$ cat config.mk
export PLATFORM = sky130hd
export DESIGN_NAME = mips_pipe_skid
export DESIGN_NICKNAME = d
export VERILOG_FILES = /design/src/rtl/mips_pipe_pkg.sv /design/src/rtl/mips_sat_counter.sv /design/src/rtl/mips_pipe_skid.sv
export SDC_FILE = /design/constraint.sdc
export NUM_CORES = 1
export LEC_CHECK = 0
export CAP_MARGIN = 15
export CORE_UTILIZATION = 31
export DETAILED_ROUTE_END_ITERATION = 8
export PLACE_DENSITY_LB_ADDON = 0.15
export RECOVER_POWER = 25
export SKIP_LAST_GASP = 1
export SLEW_MARGIN = 15
export SYNTH_ARGS = -nofsm -noshare
export SYNTH_HDL_FRONTEND = slang
export SYNTH_SLANG_ARGS = --single-unit
$ cat constraint.sdc
create_clock -name clk -period 1.5 [get_ports clk]
set_clock_uncertainty 0.2 [all_clocks]
set_input_delay 0.3 -clock clk [delete_from_list [all_inputs] [get_ports clk]]
set_output_delay 0.3 -clock clk [all_outputs]
set_load 0.1 [all_outputs]
$ cat src/rtl/mips_pipe_pkg.sv
// Shared definitions for the Sample MIPS pipeline stage registers:
// EX/MEM payload layout and the skid-buffer occupancy states.
package mips_pipe_pkg;

    localparam int DATA_W    = 32;
    localparam int REG_IDX_W = 5;
    localparam int CTRL_W    = 3;

    typedef struct packed {
        logic [DATA_W-1:0]    alu_result;
        logic [REG_IDX_W-1:0] rs;
        logic [REG_IDX_W-1:0] rt;
        logic [REG_IDX_W-1:0] rdst;
        logic                 regw;
        logic                 memr;
        logic                 memw;
    } ex_mem_t;

    localparam int EX_MEM_W = DATA_W + 3 * REG_IDX_W + CTRL_W;

    // Encoding equals the number of held entries.
    typedef enum logic [1:0] {
        ST_EMPTY = 2'd0,
        ST_ONE   = 2'd1,
        ST_FULL  = 2'd2
    } skid_state_t;

endpackage

$ cat src/rtl/mips_sat_counter.sv
// Saturating up-counter used for the stage performance counters.
module mips_sat_counter #(
    parameter int CNT_W = 16
) (
    input  logic             clk,
    input  logic             rst,
    input  logic             inc,
    output logic [CNT_W-1:0] count
);

    // NOTE: sequential state always uses non-blocking assignments.
    always_ff @(posedge clk) begin
        if (rst) begin
            count <= '0;
        end else if (inc && (count != '1)) begin
            count <= count + CNT_W'(1);
        end
    end

endmodule

$ cat src/rtl/mips_pipe_skid.sv
// Valid/ready pipeline stage register with a two-entry skid buffer and flush.
// Define MIPS_PIPE_PERF_EN to build the stall/bubble performance counters.
module mips_pipe_skid
    import mips_pipe_pkg::*;
#(
    parameter int PAYLOAD_W = EX_MEM_W,
    parameter int CNT_W     = 16
) (
    input  logic                 clk,
    input  logic                 rst,
    input  logic                 flush,
    input  logic                 in_valid,
    output logic                 in_ready,
    input  logic [PAYLOAD_W-1:0] in_data,
    output logic                 out_valid,
    input  logic                 out_ready,
    output logic [PAYLOAD_W-1:0] out_data,
    output logic [1:0]           occupancy,
    output logic [CNT_W-1:0]     stall_cnt,
    output logic [CNT_W-1:0]     bubble_cnt
);

    skid_state_t          r_state, w_state_nxt;
    logic [PAYLOAD_W-1:0] r_m_data, r_s_data;
    logic [PAYLOAD_W-1:0] w_m_data_nxt, w_s_data_nxt;
    logic                 w_in_fire, w_out_fire;

    // Handshake outputs are pure decodes of the state register.
    assign in_ready   = (r_state != ST_FULL);
    assign out_valid  = (r_state != ST_EMPTY);
    assign out_data   = r_m_data;
    assign occupancy  = 2'(r_state);
    assign w_in_fire  = in_valid & in_ready;
    assign w_out_fire = out_valid & out_ready;

    // NOTE: every output of this block gets a default first so no latch is inferred.
    always_comb begin
        w_state_nxt  = r_state;
        w_m_data_nxt = r_m_data;
        w_s_data_nxt = r_s_data;
        if (flush) begin
            w_state_nxt  = ST_EMPTY;
            w_m_data_nxt = '0;
            w_s_data_nxt = '0;
        end else begin
            case (r_state)
                ST_EMPTY: begin
                    if (w_in_fire) begin
                        w_state_nxt  = ST_ONE;
                        w_m_data_nxt = in_data;
                    end
                end
                ST_ONE: begin
                    if (w_in_fire && w_out_fire) begin
                        w_m_data_nxt = in_data;
                    end else if (w_in_fire) begin
                        w_state_nxt  = ST_FULL;
                        w_s_data_nxt = in_data;
                    end else if (w_out_fire) begin
                        w_state_nxt  = ST_EMPTY;
                        w_m_data_nxt = '0;
                    end
                end
                ST_FULL: begin
                    if (w_out_fire) begin
                        w_state_nxt  = ST_ONE;
                        w_m_data_nxt = r_s_data;
                        w_s_data_nxt = '0;
                    end
                end
                default: begin
                    w_state_nxt  = ST_EMPTY;
                    w_m_data_nxt = '0;
                    w_s_data_nxt = '0;
                end
            endcase
        end
    end

    // NOTE: data registers are reset and zeroed on emptying so idle slots read as bubbles.
    always_ff @(posedge clk) begin
        if (rst) begin
            r_state  <= ST_EMPTY;
            r_m_data <= '0;
            r_s_data <= '0;
        end else begin
            r_state  <= w_state_nxt;
            r_m_data <= w_m_data_nxt;
            r_s_data <= w_s_data_nxt;
        end
    end

`ifdef MIPS_PIPE_PERF_EN
    mips_sat_counter #(.CNT_W(CNT_W)) u_stall_cnt (
        .clk   (clk),
        .rst   (rst),
        .inc   (out_valid & ~out_ready),
        .count (stall_cnt)
    );

    mips_sat_counter #(.CNT_W(CNT_W)) u_bubble_cnt (
        .clk   (clk),
        .rst   (rst),
        .inc   (~out_valid),
        .count (bubble_cnt)
    );
`else
    assign stall_cnt  = '0;
    assign bubble_cnt = '0;
`endif

endmodule
### Word level (Yosys, flattened, before mapping)

Cells that the tools add are included.

* equal/unequal tests: 10
* muxes and demuxes: 14
* bitwise operators: 3
* reduce and logical (&&, ||, !) cells: 7

Operators by type and width (count)
* $mux W50: 6
* $pmux W50 S3: 2
* $reduce_and A4 Y1: 3
* $mux W2: 5
* $ne A2 B2 Y1 const B: 5
* $ne A3 B3 Y1 const B: 3
* $pmux W2 S3: 1
* $and A1 B1 Y1: 2
* $eq A2 B1 Y1 const B: 1
* $eq A2 B2 Y1 const B: 1
* $logic_not A2 Y1: 1
* $reduce_bool A2 Y1: 1
* $reduce_or A2 Y1: 1
* $logic_and A1 B1 Y1: 1
* $not A1 Y1: 1

* register bits after elaboration: 102
* input port bits: 55
* output and inout port bits: 86

### Logic depth before layout (Yosys ltp)

Gate-level depths: netlist of run 1.

* depth after elaboration: 6
* gate-level depth with buffers: 6

### Worst setup path before layout of run 1

OpenSTA, ideal clock, no wires.

* kind: register to register
* start: reg r_state[0], in the netlist occupancy[0]
* end: reg r_m_data[0], in the netlist out_data[0]
* setup time: 0.122 ns
* arrival: 2.264 ns
* data required time: 1.178 ns
* setup slack: -1.086 ns
* stages on the path, launching flop included: 6
* clock period less this slack: 2.586 ns
* cell sequence: dfxtp_1 or2b_1 buf_2 buf_2 nor3_1 a221o_1

* longest elaborated chain between the ends: 5
* elaborated cells on any way between the ends: 15
* those cells by class: eq/ne (7); mux (2); bitwise (2); reduce/logical (4)

RTL lines
* start, declared: RTL line mips_pipe_skid.sv:23 `skid_state_t r_state, w_state_nxt;`
* start signal, assigned: RTL line mips_pipe_skid.sv:87 `r_state <= w_state_nxt;`
* $ne A2 B2 Y1 (*): RTL line mips_pipe_skid.sv:29 `assign in_ready = (r_state != ST_FULL);`
* named net in_ready: RTL line mips_pipe_skid.sv:13 `output logic in_ready,`
* $and A1 B1 Y1 (*): RTL line mips_pipe_skid.sv:33 `assign w_in_fire = in_valid & in_ready;`
* $logic_and A1 B1 Y1: RTL line mips_pipe_skid.sv:54 `if (w_in_fire && w_out_fire) begin`
* $ne A3 B3 Y1 (no line) / $mux W50 (equally long branches)
* $reduce_and A4 Y1 (no line) / $pmux W50 S3 (equally long branches)
* end signal, assigned: RTL line mips_pipe_skid.sv:88 `r_m_data <= w_m_data_nxt;`
* end, declared: RTL line mips_pipe_skid.sv:24 `logic [PAYLOAD_W-1:0] r_m_data, r_s_data;`

Mark *: on every way through the listed nets, which the timed path passes. The rest lies on a longest branch.
A chain may end at the register's enable or synchronous reset.

### Worst setup path in the final report of run 1

* start: reg r_state[1], in the netlist occupancy[1]
* end: out in_ready

* longest elaborated chain between the ends: 1

RTL lines (RTL line)
* $ne A2 B2 Y1: mips_pipe_skid.sv:29
* end, declared: mips_pipe_skid.sv:13

No other way between the ends.

==> summary.md, run 1 <==
| Metric | Value |
|---|---|
| Outcome | `finished with violations` |
| Failing checks | `DRC, setup timing` |
| CP Class | `reg -> out` |
| Mean area per synthesized cell | `8.450 um^2` |
| Power Internal | `4.505 mW` |
| Critical Path Stages | `3` |
| Arrival @ worst endpoint | `1.28 ns` |
| RSZ-0062 raised after global routing | `yes` |
| Crit path max-delay family | `flip-flops` |
| Clock Latency Late Sink | `0.35 ns` |
| CTS Sinks | `102` |
| Row count | `44` |
| Max-Cap Viols | `0` |
| Mapped Area | `0.004723 mm^2` |
| Peak Freq | `560.6 MHz` |
| Final Critical Period | `1.784 ns` |
| Power, Total | `6.695 mW` |
| Clock power share | `33.8%` |
| Switching power | `2.190 mW` |
| Vias per cell | `5.269` |
| Sw Ratio | `32.71%` |
| Die Width | `125.4 um` |
| Final Net Count | `735` |
| Area of the core | `0.01470 mm^2` |
| Yosys warning total | `0` |
| CP max-delay cell | `dfxtp_4` |
| Share of cells above drive strength 1 | `23.10%` |
| Final core occ | `49.53%` |
| Peak supply drop | `0.5214 mV` |
| Leading post-synthesis cells by cell area | `dfxtp_1 43%, nand2_1 12%, a221o_1 11%` |
| Count of cell types in the netlist | `28` |
| FF-to-FF path depth | `6` |
| Flop-to-flop setup slack | `-0.27 ns` |
| Setup crit end | `in_ready` |
| Logic pwr share | `23.9%` |
| Pins Over Slew Limit | `0` |
| Hold depth | `3` |
| Vias in the first global route | `4382` |
| Die Y-Extent | `125.4 um` |
| Setup_tns | `-19.63 ns` |
| Dominant synthesized flop cell | `dfxtp_1` |
| Final HPWL DP | `9162 um` |
| Die area | `0.01573 mm^2` |
| Input/output buffers | `108` |
| Leak Pwr | `2.494 nW` |
| # DRC | `20` |
| Largest net degree at the start of global routing | `31` |
| Initial antenna violation count | `0` |
| CTS tree | `done` |
| IO Pins | `141` |
| CP required | `1.00 ns` |
| Register clock-pin slew on the reported worst setup and hold paths | `0.07 ns` |
| Leading area contributor after synthesis | `dfxtp_1` |
| Wire per inst | `17.28 um` |
| Sequential area share after synthesis | `43.23%` |
| Critical Path Start Type | `flip-flop` |
| CP max stage delay | `0.36 ns` |
| RR Startpoint | `occupancy[1]` |
| Hold buffer count at CTS | `0` |
| Seq pwr share | `42.2%` |
| DRT Pass-1 Iters | `8` |
| PwrDens | `919.6 mW/mm^2` |
| Synth Instances | `559` |
| Final setup fails | `104` |
| Reg-to-reg critical path endpoint | `out_data[6]` |
| Top cells by count, synth | `151 x nand2_1, 102 x dfxtp_1` |
| Root Buffer | `clkbuf_16` |
| Clk buf depth | `2` |
| Gr usage total | `18.88%` |
| DR vias | `4579` |
| Post-synth EDFFs | `0` |
| Asr flop ratio synth | `0%` |
| Initial Util | `32.13%` |
| Period utilization | `118.9%` |
| Worst Hold Class | `in -> reg` |
| Top-count cell post-synth | `nand2_1` |
| CP dominant cell by count | `buf_12` |
| GPL Wtd Cong | `0.7487` |
| Final Hold Viols | `0` |
| H-Tree Depth | `3` |
| Total gr overflow | `0` |
| Area delta synth->final | `54.15%` |
| Critical path capture point type | `primary output` |
| Drt first-iter violations | `457` |
| Pre-CTS setup slack | `-0.6170 ns` |
| Worst Slack Setup Final | `-0.2837 ns` |
| Crit-path max FO | `3` |
| Drt total wl | `15020 um` |
| Antenna-violating nets left | `0` |
| CP Cell Sequence | `or2b_4, buf_12, buf_12` |
| Buf/Inv on CP | `2` |
| Yosys top cell area share | `43.23%` |
| Flops & latches, synth | `102` |
| Crit path launch | `occupancy[1]` |
| Total CTS buffers | `9` |
| First-pass GRT wire length | `23540 um` |
-- placed cells by master, fill, tap and decap left out, types with 2 or more instances in the layout --
master,instances
dlygate4sd2_1,3
buf_4,24
clkinvlp_4,2
a31oi_1,46
nand2_2,7
clkinv_2,2
a21oi_1,2
buf_12,52
dfxtp_4,2
buf_16,4
nand2_4,3
clkbuf_16,13
dfxtp_1,100
buf_8,8
nor3_1,50
clkdlybuf4s50_1,50
nand2_1,141
a31oi_4,3
a221o_1,50
or2_4,2
conb_1,32
nand3b_1,50
buf_6,22
-- through the flow --
stage               area [um^2]  cells  hold slack (ns)
finish                     7281    869           0.1939
global route               7278    868           0.2357
CTS                        7308    867           0.1800
detailed placement         6556    830           0.2836
global placement           6556    830           0.2777
floorplan                  4912    590           0.2393
-- how the worst min path moves through the flow --
stage,slack (ns),startpoint,end
after floorplan,0.24,in_data[0],out_data[0]
after global placement,0.28,r_s_data[39],r_s_data[39]
after detailed placement,0.28,r_s_data[0],r_s_data[0]
after CTS,0.18,out_ready,occupancy[0]
after global routing,0.24,out_ready,occupancy[0]
final,0.19,out_ready,occupancy[0]
-- cell families after synthesis --
family	Yosys count	share of synthesized area (%)
buffers and inverters	88	11.21
and+or+nand+nor	262	26.99
other	1	0.07939
DFF	102	43.23
AOI/OAI and AO/OA	104	18.04
muxes	2	0.4503
-- timing repair --
item	in CTS	in global routing
cloned	9	3
setup endpoints to repair	105	105
gates resized for setup	41	32
pin swaps	2	16
buffers inserted	14	7
-- power by group through the flow --
stage / sequential, mW / clock [mW] / combinational [mW]
CTS: 2.83 / 2.30 / 1.60
finish: 2.83 / 2.27 / 1.60
global route: 2.83 / 2.40 / 1.65
floorplan: 3.21 / 0 / 0.696
detailed placement: 2.89 / 0 / 1.49
global placement: 2.89 / 0 / 1.49
-- sequential cells by signal (all words and copies together) (netlist names) --
name / count
occupancy: 2
r_s_data: 50
out_data: 50
-- routing by layer --
metal | routed length (um) | vias to the layer above | track usage [%]
met5 | 0 | - | 0
met4 | 306 | 0 | 6.815
met3 | 995 | 23 | 3.252
met2 | 6864 | 190 | 29.54
met1 | 6850 | 2179 | 25.99
li1 | - | 2187 | -
-- tightest hold or removal path: stages --
cell and delay, ns:
buf_2 0.16, mux2i_1 0.11, o32ai_2 0.12
-- cell type report --
class | count | area (um^2)
Tap cell | 184 | 230.2
Clock buffer | 10 | 250.2
Clock inverter | 5 | 33.78
Antenna cell | 1 | 2.502
Fill cell | 1332 | 7418
Sequential cell | 102 | 2049
Timing Repair Buffer | 167 | 2306
Multi-Input combinational cell | 400 | 2409
Power figures use the tool's default switching activity.
==> inputs of run 2 (changes only) <==
--- a/config.mk
+++ b/config.mk
@@ -10,6 +10,7 @@
 export DETAILED_ROUTE_END_ITERATION = 8
 export PLACE_DENSITY_LB_ADDON = 0.15
 export RECOVER_POWER = 25
+export SETUP_SLACK_MARGIN = 0.5
 export SKIP_LAST_GASP = 1
 export SLEW_MARGIN = 15
 export SYNTH_ARGS = -nofsm -noshare
==> constraint.sdc (replaced) <==
create_clock -name clk -period 1.58 [get_ports clk]
set_clock_uncertainty 0.2 [all_clocks]
set_input_delay 0.316 -clock clk [delete_from_list [all_inputs] [get_ports clk]]
set_output_delay 0.316 -clock clk [all_outputs]
set_load 0.1 [all_outputs]
==> summary.md, run 2 (synthesis results as in run 1) <==
| Metric | Value |
|---|---|
| Final HPWL DP | `9198 um (+0.39%)` |
| Outcome | `finished with violations` |
| Largest net degree at the start of global routing | `31 (unchanged)` |
| Final Hold Viols | `0 (unchanged)` |
| Initial Util | `32.13% (unchanged)` |
| Period utilization | `115.2%` |
| Peak supply drop | `0.7232 mV (+39%)` |
| CP required | `1.06 ns (+0.06 ns)` |
| DRT Pass-1 Iters | `7 (-1)` |
| Gr usage total | `19.27% (+0.39 points)` |
| Crit path max-delay family | `flip-flops` |
| Buf/Inv on CP | `2 (unchanged)` |
| Final Net Count | `756 (+2.9%)` |
| Initial antenna violation count | `0 (unchanged)` |
| Hold depth | `3 (unchanged)` |
| Cell area after layout | `0.007970 mm^2 (+9.5%)` |
| Area of the core | `0.01470 mm^2 (unchanged)` |
| Placed Cells | `826 (-0.48%)` |
| Final setup fails | `104 (unchanged)` |
| CP Cell Sequence | `or2b_4, buf_8, buf_12` |
| Pins Over Slew Limit | `0 (unchanged)` |
| DR vias | `4856 (+6.0%)` |
| Pre-CTS setup slack | `-0.5047 ns (+0.1122 ns)` |
| RR Startpoint | `occupancy[0]` |
| Combined flip-flop and latch cell area | `0.002142 mm^2 (+4.5%)` |
| Final core occ | `54.22% (+4.7 points)` |
| Critical Path Start Type | `flip-flop` |
| Vias in the first global route | `4482 (+2.3%)` |
| Commonest non-fill, non-tap cell in the layout | `nand2_1` |
| CTS Sinks | `102 (unchanged)` |
| Crit-path max FO | `4 (+1)` |
| Total gr overflow | `0 (unchanged)` |
| Hold Slack | `0.2223 ns (+0.02841 ns)` |
| GPL Wtd Cong | `0.7631 (+1.9%)` |
| Wire per inst | `18.72 um (+8.3%)` |
| # diodes | `0 (-1)` |
| Setup_tns | `-15.05 ns (+4.586 ns)` |
| Drt total wl | `16660 um (+11%)` |
| Area occupied by multi-input gates | `0.002435 mm^2 (+1.1%)` |
| Peak Freq | `549.2 MHz` |
| Hold EP | `occupancy[0]` |
| Drt first-iter violations | `448 (-2.0%)` |
| Die area | `0.01573 mm^2 (unchanged)` |
| Filler instances | `1230 (-7.7%)` |
| Critical path capture point type | `primary output` |
| Worst Hold Class | `in -> reg` |
| First-pass GRT wire length | `24060 um (+2.2%)` |
| CP Class | `reg -> out` |
| Most frequent cells in the layout | `142 x nand2_1, 73 x buf_12` |
| Placed Area | `0.006580 mm^2 (+0.36%)` |
| Share of cells above drive strength 1 | `32.72% (+9.6 points)` |
| Clk buf depth | `2 (unchanged)` |
| Final Non-Filler Cells | `890 (+2.4%)` |
| CTS tree | `done` |
| Vias per cell | `5.456 (+3.5%)` |
| Worst Slack Setup Final | `-0.2408 ns (+0.04285 ns)` |
| Failing checks | `DRC, setup timing` |
| # DRC | `8 (-60%)` |
| Flop-to-flop setup slack | `-0.24 ns (+0.03 ns)` |
| Clock Latency Late Sink | `0.36 ns (about the same)` |
| Arrival @ worst endpoint | `1.30 ns (+0.02 ns)` |
| Die Width | `125.4 um (unchanged)` |
| RSZ-0062 raised after global routing | `yes` |
| Row count | `44 (unchanged)` |
| Antenna-violating nets left | `0 (unchanged)` |
| Reg-to-reg critical path endpoint | `out_data[11]` |
| Register clock-pin slew on the reported worst setup and hold paths | `0.07 ns (about the same)` |
| Leak Pwr | `2.803 nW (+12%)` |
| Final Critical Period | `1.821 ns` |
| IO Pins | `141 (unchanged)` |
| CP max-delay cell | `dfxtp_4` |
| Total CTS buffers | `9 (unchanged)` |
| Input/output buffers | `108 (unchanged)` |
| H-Tree Depth | `3 (unchanged)` |
| Hold buffer count at CTS | `0 (unchanged)` |
| Max-Cap Viols | `0 (unchanged)` |
| Area delta synth->final | `68.74%` |
| FF-to-FF path depth | `7 (+1)` |
| Min-delay src | `out_ready` |
| CP max stage delay | `0.37 ns (about the same)` |
| PwrDens | `870.4 mW/mm^2 (-5.3%)` |
| Die Y-Extent | `125.4 um (unchanged)` |
| Power, Total | `6.937 mW (+3.6%)` |
| Root Buffer | `clkbuf_16` |
-- run 2: report_power, final --
part / internal [mW] / switching [mW]
logic: 0.576 / 1.05
clock network: 1.59 / 1.04
registers: 2.62 / 0.0651
-- run 2: worst register-to-register path, delay by kind of cell (launching register included) --
family | cells | cell delay (ns)
buffers and inverters | 4 | 0.48
DFF | 1 | 0.39
AOI/OAI and AO/OA | 2 | 0.37
muxes | 1 | 0.32
-- run 2: per-layer routing --
layer  vias up  global-route usage, %  share of wire, %
met5         -                      0                 0
met4         0                  7.245               1.6
met3        22                  3.851               6.1
met2       200                  31.37                48
met1      2393                  25.09                44
li1       2241                      -                 -
-- run 2: area by class of cell --
| cell class | count | share of cell area, % |
|---|---|---|
| Clock buffer | 10 | 2.998 |
| Clock inverter | 6 | 1.366 |
| Multi-Input combinational cell | 400 | 30.55 |
| Sequential cell | 102 | 26.88 |
| Tap cell | 184 | 2.889 |
| Timing Repair Buffer | 188 | 35.32 |
-- run 2: worst max path at each step --
stage | end | depth (start not counted) | startpoint
2_1_floorplan | out_data[0] | 5 | occupancy[1]
3_3_place_gp | out_data[21] | 5 | rst
3_5_place_dp | out_data[32] | 5 | in_valid
4_1_cts | in_ready | 3 | occupancy[1]
5_1_grt | out_data[7] | 7 | occupancy[0]
6_report | in_ready | 3 | occupancy[1]
-- run 2: timing repair --
item	4_1_cts	5_1_grt
endpoints found under the hold margin	0	0
setup endpoints to repair	156	156
setup buffers	20	11
pin swaps	3	34
gates cloned	8	9
resized for setup	98	45
